**src/rtl/elevator_pkg.sv**
```systemverilog
// Shared types and defaults for the three-floor elevator request scheduler.
// Latency: n/a (declarations only).
// Backpressure: n/a. Optional watchdog state enabled by ELEVATOR_SCHED_WDOG_EN.
package elevator_pkg;

    localparam int N_FLOOR_DEF    = 3;
    // Floor index width; N_FLOOR must not exceed 2**FLOOR_W.
    localparam int FLOOR_W        = 2;
    localparam int SETTLE_CYC_DEF = 16;
    localparam int SETTLE_W       = 16;
    localparam int WDOG_W         = 32;

    typedef enum logic [2:0] {
        IDLE    = 3'd0,
        MOVE_UP = 3'd1,
        MOVE_DN = 3'd2,
        STOP    = 3'd3,
        DOOR    = 3'd4
`ifdef ELEVATOR_SCHED_WDOG_EN
        ,
        FAULT   = 3'd5
`endif
    } state_e;

endpackage

```
**src/rtl/elevator_req_bank.sv**
```systemverilog
// Pending call register bank with clear-over-set priority, plus above/below/at reductions.
// Latency: set/clear visible one cycle after the strobe; reductions are combinational on the register.
// Backpressure: none; every strobe is absorbed, a masked set is simply lost.
module elevator_req_bank
    import elevator_pkg::*;
#(
    parameter int N_FLOOR = N_FLOOR_DEF
) (
    input  logic               clk,
    input  logic               rstn,
    input  logic [N_FLOOR-1:0] set_i,
    input  logic [N_FLOOR-1:0] clr_i,
    input  logic [FLOOR_W-1:0] cur_floor_i,
    output logic [N_FLOOR-1:0] pending_o,
    output logic               above_o,
    output logic               below_o,
    output logic               at_cur_o
);

    logic [N_FLOOR-1:0] pending_q;
    logic [N_FLOOR-1:0] pending_d;

    // A clear in the same cycle as a set wins.
    always_comb pending_d = (pending_q | set_i) & ~clr_i;

    // Pending register, emptied by reset.
    always_ff @(posedge clk or negedge rstn) begin
        if (!rstn) begin
            pending_q <= '0;
        end else begin
            pending_q <= pending_d;
        end
    end

    // Reduce pending relative to the current floor for the SCAN decision.
    always_comb begin
        above_o  = 1'b0;
        below_o  = 1'b0;
        at_cur_o = 1'b0;
        for (int i = 0; i < N_FLOOR; i++) begin
            if (FLOOR_W'(i) > cur_floor_i) begin
                above_o = above_o | pending_q[i];
            end else if (FLOOR_W'(i) < cur_floor_i) begin
                below_o = below_o | pending_q[i];
            end else begin
                at_cur_o = at_cur_o | pending_q[i];
            end
        end
    end

    assign pending_o = pending_q;

endmodule

```
**src/rtl/elevator_scheduler.sv**
```systemverilog
// SCAN request scheduler for the elevator: latches calls, tracks floor, drives motor and door start.
// Latency: request->motor 2 cycles from IDLE; arrival->motor off 1 cycle, ->open 1+SETTLE_CYC cycles.
// Backpressure: none; door_done is only honoured in DOOR. Watchdog: ELEVATOR_SCHED_WDOG_EN.
module elevator_scheduler
    import elevator_pkg::*;
#(
    parameter int N_FLOOR    = N_FLOOR_DEF,
    parameter int SETTLE_CYC = SETTLE_CYC_DEF,
    parameter int WDOG_CYC   = 50_000_000
) (
    input  logic               clk,
    input  logic               rstn,
    input  logic [N_FLOOR-1:0] req_car,
    input  logic [N_FLOOR-1:0] req_hall,
    input  logic [N_FLOOR-1:0] at_floor,
    input  logic               door_done,
    output logic               up,
    output logic               down,
    output logic               open,
    output logic [N_FLOOR-1:0] pending,
    output logic [FLOOR_W-1:0] cur_floor,
    output logic               dir_up,
    output logic               fault
);

    localparam logic [FLOOR_W-1:0]  TOP_FLOOR   = FLOOR_W'(N_FLOOR - 1);
    localparam logic [SETTLE_W-1:0] SETTLE_LAST = SETTLE_W'(SETTLE_CYC - 1);

    state_e              state_q, state_d;
    logic                dir_up_q, dir_up_d;
    logic [FLOOR_W-1:0]  cur_floor_q, cur_floor_d;
    logic [SETTLE_W-1:0] settle_q, settle_d;
    logic                open_q, open_d;

    logic                sensor_vld;
    logic [FLOOR_W-1:0]  sensor_idx;
    logic                arrive;
    logic                freeze;
    logic [N_FLOOR-1:0]  set_mask;
    logic [N_FLOOR-1:0]  clr_mask;
    logic [N_FLOOR-1:0]  pend;
    logic                pend_above, pend_below, pend_at_cur;

    // Decode the floor sensors; only an exact one-hot is trusted.
    always_comb begin
        sensor_vld = $onehot(at_floor);
        sensor_idx = '0;
        for (int i = 0; i < N_FLOOR; i++) begin
            if (at_floor[i]) begin
                sensor_idx = FLOOR_W'(i);
            end
        end
    end

    assign arrive      = sensor_vld && (sensor_idx != cur_floor_q);
    assign cur_floor_d = sensor_vld ? sensor_idx : cur_floor_q;

`ifdef ELEVATOR_SCHED_WDOG_EN
    assign freeze = (state_q == FAULT);
`else
    assign freeze = 1'b0;
`endif

    // While the door cycle runs the current floor is held clear, which also drops presses for it.
    assign set_mask = freeze ? '0 : (req_car | req_hall);
    assign clr_mask = (state_q == DOOR) ? (N_FLOOR'(1) << cur_floor_q) : '0;

    elevator_req_bank #(
        .N_FLOOR (N_FLOOR)
    ) u_req_bank (
        .clk         (clk),
        .rstn        (rstn),
        .set_i       (set_mask),
        .clr_i       (clr_mask),
        .cur_floor_i (cur_floor_q),
        .pending_o   (pend),
        .above_o     (pend_above),
        .below_o     (pend_below),
        .at_cur_o    (pend_at_cur)
    );

`ifdef ELEVATOR_SCHED_WDOG_EN
    localparam logic [WDOG_W-1:0] WDOG_LAST = WDOG_W'(WDOG_CYC - 1);
    logic [WDOG_W-1:0] wdog_q, wdog_d;

    // Move watchdog counter, idle at zero outside MOVE_*.
    always_ff @(posedge clk or negedge rstn) begin
        if (!rstn) begin
            wdog_q <= '0;
        end else begin
            wdog_q <= wdog_d;
        end
    end
`else
    logic [31:0] unused_wdog;
    assign unused_wdog = WDOG_CYC;
`endif

    // Next-state: SCAN ordering, settle count, door handshake and watchdog.
    always_comb begin
        state_d  = state_q;
        dir_up_d = dir_up_q;
        settle_d = '0;
`ifdef ELEVATOR_SCHED_WDOG_EN
        wdog_d   = '0;
`endif
        case (state_q)
            IDLE: begin
                if (pend_at_cur) begin
                    state_d = STOP;
                end else if (dir_up_q && pend_above) begin
                    state_d = MOVE_UP;
                end else if (!dir_up_q && pend_below) begin
                    state_d = MOVE_DN;
                end else if (pend_above) begin
                    dir_up_d = 1'b1;
                    state_d  = MOVE_UP;
                end else if (pend_below) begin
                    dir_up_d = 1'b0;
                    state_d  = MOVE_DN;
                end
            end
            MOVE_UP: begin
                if (arrive && (pend[sensor_idx] || sensor_idx == TOP_FLOOR)) begin
                    state_d = STOP;
                end
            end
            MOVE_DN: begin
                if (arrive && (pend[sensor_idx] || sensor_idx == '0)) begin
                    state_d = STOP;
                end
            end
            STOP: begin
                if (settle_q == SETTLE_LAST) begin
                    state_d = DOOR;
                end else begin
                    settle_d = settle_q + 16'd1;
                end
            end
            DOOR: begin
                if (door_done) begin
                    state_d = IDLE;
                end
            end
`ifdef ELEVATOR_SCHED_WDOG_EN
            FAULT: begin
                state_d = FAULT;
            end
`endif
            default: begin
                state_d = IDLE;
            end
        endcase
`ifdef ELEVATOR_SCHED_WDOG_EN
        if (state_q == MOVE_UP || state_q == MOVE_DN) begin
            if (arrive) begin
                wdog_d = '0;
            end else if (wdog_q == WDOG_LAST) begin
                state_d = FAULT;
            end else begin
                wdog_d = wdog_q + 32'd1;
            end
        end
`endif
        open_d = (state_d == DOOR) && (state_q != DOOR);
    end

    // State, direction, floor and settle registers.
    always_ff @(posedge clk or negedge rstn) begin
        if (!rstn) begin
            state_q     <= IDLE;
            dir_up_q    <= 1'b1;
            cur_floor_q <= '0;
            settle_q    <= '0;
            open_q      <= 1'b0;
        end else begin
            state_q     <= state_d;
            dir_up_q    <= dir_up_d;
            cur_floor_q <= cur_floor_d;
            settle_q    <= settle_d;
            open_q      <= open_d;
        end
    end

    assign up        = (state_q == MOVE_UP);
    assign down      = (state_q == MOVE_DN);
    assign open      = open_q;
    assign pending   = pend;
    assign cur_floor = cur_floor_q;
    assign dir_up    = dir_up_q;
`ifdef ELEVATOR_SCHED_WDOG_EN
    assign fault     = (state_q == FAULT);
`else
    assign fault     = 1'b0;
`endif

endmodule

```
**config.mk**
```make
export PLATFORM = sky130hd
export DESIGN_NAME = elevator_scheduler
export DESIGN_NICKNAME = d
export VERILOG_FILES = /design/src/rtl/elevator_pkg.sv /design/src/rtl/elevator_req_bank.sv /design/src/rtl/elevator_scheduler.sv
export SDC_FILE = /design/constraint.sdc
export NUM_CORES = 1
export LEC_CHECK = 0
export ABC_AREA = 1
export BUFFER_PORTS_ARGS = -buffer_cell sky130_fd_sc_hd__buf_2
export CAP_MARGIN = 5
export CORE_ASPECT_RATIO = 0.5
export CORE_MARGIN = 2
export CORE_UTILIZATION = 25
export DETAILED_ROUTE_END_ITERATION = 16
export GPL_ROUTABILITY_DRIVEN = 0
export PLACE_DENSITY_LB_ADDON = 0.3
export SYNTH_ARGS = -nofsm -noshare
export SYNTH_HDL_FRONTEND = slang
export SYNTH_SLANG_ARGS = --single-unit
```
**constraint.sdc**
```tcl
create_clock -name clk -period 1.8 [get_ports clk]
set_input_delay 0.18 -clock clk [delete_from_list [all_inputs] [get_ports clk]]
set_output_delay 0.18 -clock clk [all_outputs]
set_load 0.01 [all_outputs]
```
==> results_dict.tcl <==
set metrics [dict create \
    min_period_ps 1520 \
    max-cap-violations 0 \
    path_buf_inv 0 \
    grt_pass1_wl_mm 6.02 \
    drive_above_1_share 0.181 \
    first_iter_violations 54 \
    portBuffers 20 \
    area_delta_synth_final_pct 18.8 \
    wire_per_inst_um 10.4 \
    fillCellCount 666 \
    place_area_sq_um 1770 \
    ctsLongestPathBuffers 2 \
    cts_resized 0 \
    hpwl_mm 2.65 \
    worstSetupStartpointType "flop" \
    worstHoldPathType "in2reg" \
    slowest_stage "dfrtp_1" \
    worst-path-max-fanout 6 \
    design_power_total_uw 1860 \
    clock_power_share 0.290 \
    die_area_sq_um 6990 \
    yosysTopAreaCell "dfrtp_1" \
    path_delay_family "simple AND/OR/NAND/NOR gates" \
    via_count 1397 \
    internal_power_uw 1190 \
    grt_overflow 0 \
    hold_viol 0 \
    grt_util_all_layers 0.112 \
    cp.arrival_ps 1670 \
    timing.setup.tns_ps 0 \
    ys_top_cells_by_area "dfrtp_1 (40%), nand2_1 (14%), nor2_1 (11%)" \
    max_stage_delay_ps 430 \
    combPwrFrac 0.302 \
    ir_drop_v 0.000378 \
    rsz0062_at_grt "no" \
    ys_async_sr_fraction 1.00 \
    initial_core_util 0.259 \
    cts.sinks 26 \
    finClkSkew_ps 4.53 \
    first_pass_iters 4 \
    fmax_ghz 0.658 \
    layout_common_cells "nand2_1 (60), nor2_1 (46), dfrtp_1 (25)" \
    cts_root_buffer "clkbuf_16" \
    syn_nets 234 \
    vias_per_cell 4.22 \
    antenna_found_initial 0 \
    layout.cells.non_filler 331 \
    ant_nets 0 \
    synthCells 220 \
    min_period_over_period 0.845 \
    switching_share 0.361 \
    cp_cell_sequence "ha_1 -> nand3_1 -> nor2_1 -> nand2_1 -> nand2_2 -> nand2_1 -> nor2_1 -> nand2_1" \
    synth_top_flop_cell "dfrtp_1" \
    num_antenna_cells 0 \
    routed_wl_mm 3.43 \
    numCtsBuffers 3 \
    synth_top_cell_area_share 0.397 \
    drc 0 \
    layout_commonest_cell "nand2_1" \
    p_sw_uw 672 \
    path_clk_slew_ps 60 \
    critPathKind "reg2reg" \
    ios 22 \
    placed_cells 326 \
    critPathCaptureType "flop" \
    htree_levels 1 \
    final_area_sq_um 1870 \
    worst_slew_pin_slew_ps 598 \
    die_w_um 116 \
    ys_seq_area_frac 0.414 \
    whs_ps 146 \
    core-area_sq_um 6080 \
    final_nets 258 \
    yosysUniqueCellTypes 26 \
    slew_viol_final 0 \
    ys_seq_elements 26 \
    tritoncts "done" \
    cp.required_ps 1950 \
    synth_edf_count 0 \
    cpMostUsedCell "nand2_1" \
    power.leakage_uw 0.000842 \
    setup-violations-final 0 \
    grt_max_degree 27 \
    die_h_um 60.1 \
    fp-row-count 20 \
    yosysWarnings 0 \
    clk_latency_ps 260 \
    status "finished, final reports clean" \
    power_density_nw_per_um2 994 \
    p_seq_frac 0.408 \
    first_global_vias 1240 \
    synth.cell_area_sq_um 1570 \
    relSlewSlack 0.602 \
    syn_avg_cell_area_sq_um 7.15 \
    cts_hold_buf 1 \
    post_cts_buffers 0 \
]
cell usage after synthesis, types with 2 or more instances:
| cell type | n |
|---|---|
| nand2_1 | 60 |
| nor2_1 | 46 |
| dfrtp_1 | 25 |
| nand3_1 | 20 |
| inv_1 | 19 |
| nor3_1 | 7 |
| inv_2 | 6 |
| xor2_1 | 6 |
| nor3_2 | 5 |
| a21oi_1 | 4 |
| o21ai_0 | 4 |
| nor3b_2 | 3 |
| nand2_2 | 2 |
layer usage:
layer	wire length, um	up-vias	track usage
met5	0	-	0
met4	35	0	0.0255
met3	134	4	0.0304
met2	1540	26	0.183
met1	1720	634	0.150
li1	-	733	-
worst min-delay path, cell delays in order:
cell and delay, ps:
buf_2 80, o32ai_1 70, inv_1 50
power by group through the flow:
stage                     combinational (uW)  clock, uW  sequential, uW
final                                    562        540             758
after global routing                     654        588             775
after CTS                                575        558             758
after detailed placement                 571          0             770
after global placement                   569          0             765
after floorplan                          414          0             759
flip-flops by register name, indices dropped and copies added (netlist names):
register              count
dir_up                    1
state_q                   3
settle_q                 16
cur_floor                 2
open                      1
u_req_bank.pending_o      3
cell type report:
class | instances | area [sq um] | share of cell area
Clock buffer | 4 | 88.8 | 0.0475
Inverter | 25 | 93.8 | 0.0502
Multi-Input combinational cell | 167 | 816 | 0.436
Sequential cell | 26 | 652 | 0.348
Tap cell | 88 | 110 | 0.0589
Timing Repair Buffer | 21 | 110 | 0.0589
metrics by stage:
stage               setup slack, ps  utilization
floorplan                       476            -
CTS                             278        0.308
global placement                327        0.291
detailed placement              286        0.291
finish                          280        0.308
global route                    117        0.308
kinds of logic (layout without fill, tap and decap cells):
group | Yosys count | after routing | synth area share
other cells | 1 | 1 | 0.00238
compound gates | 11 | 11 | 0.0405
fa+ha+maj | 2 | 2 | 0.0207
xor+xnor | 6 | 6 | 0.0334
simple gates | 147 | 147 | 0.421
flops | 26 | 26 | 0.414
buf+inv | 27 | 50 | 0.0676
path summary, 6_finish.rpt:
path / from / depth (start not counted) / end / slack (ps)
setup / recovery: settle_q[0] / 8 / state_q[0] / 280
hold / removal: req_car[0] / 3 / u_req_bank.pending_o[0] / 150
setup reg to reg: settle_q[0] / 8 / state_q[0] / 280
hold reg to reg: dir_up / 2 / dir_up / 490
max in group asynchronous: rstn / 2 / settle_q[4] / 950
min in group asynchronous: rstn / 2 / settle_q[9] / 460
Power figures use the tool's default switching activity.
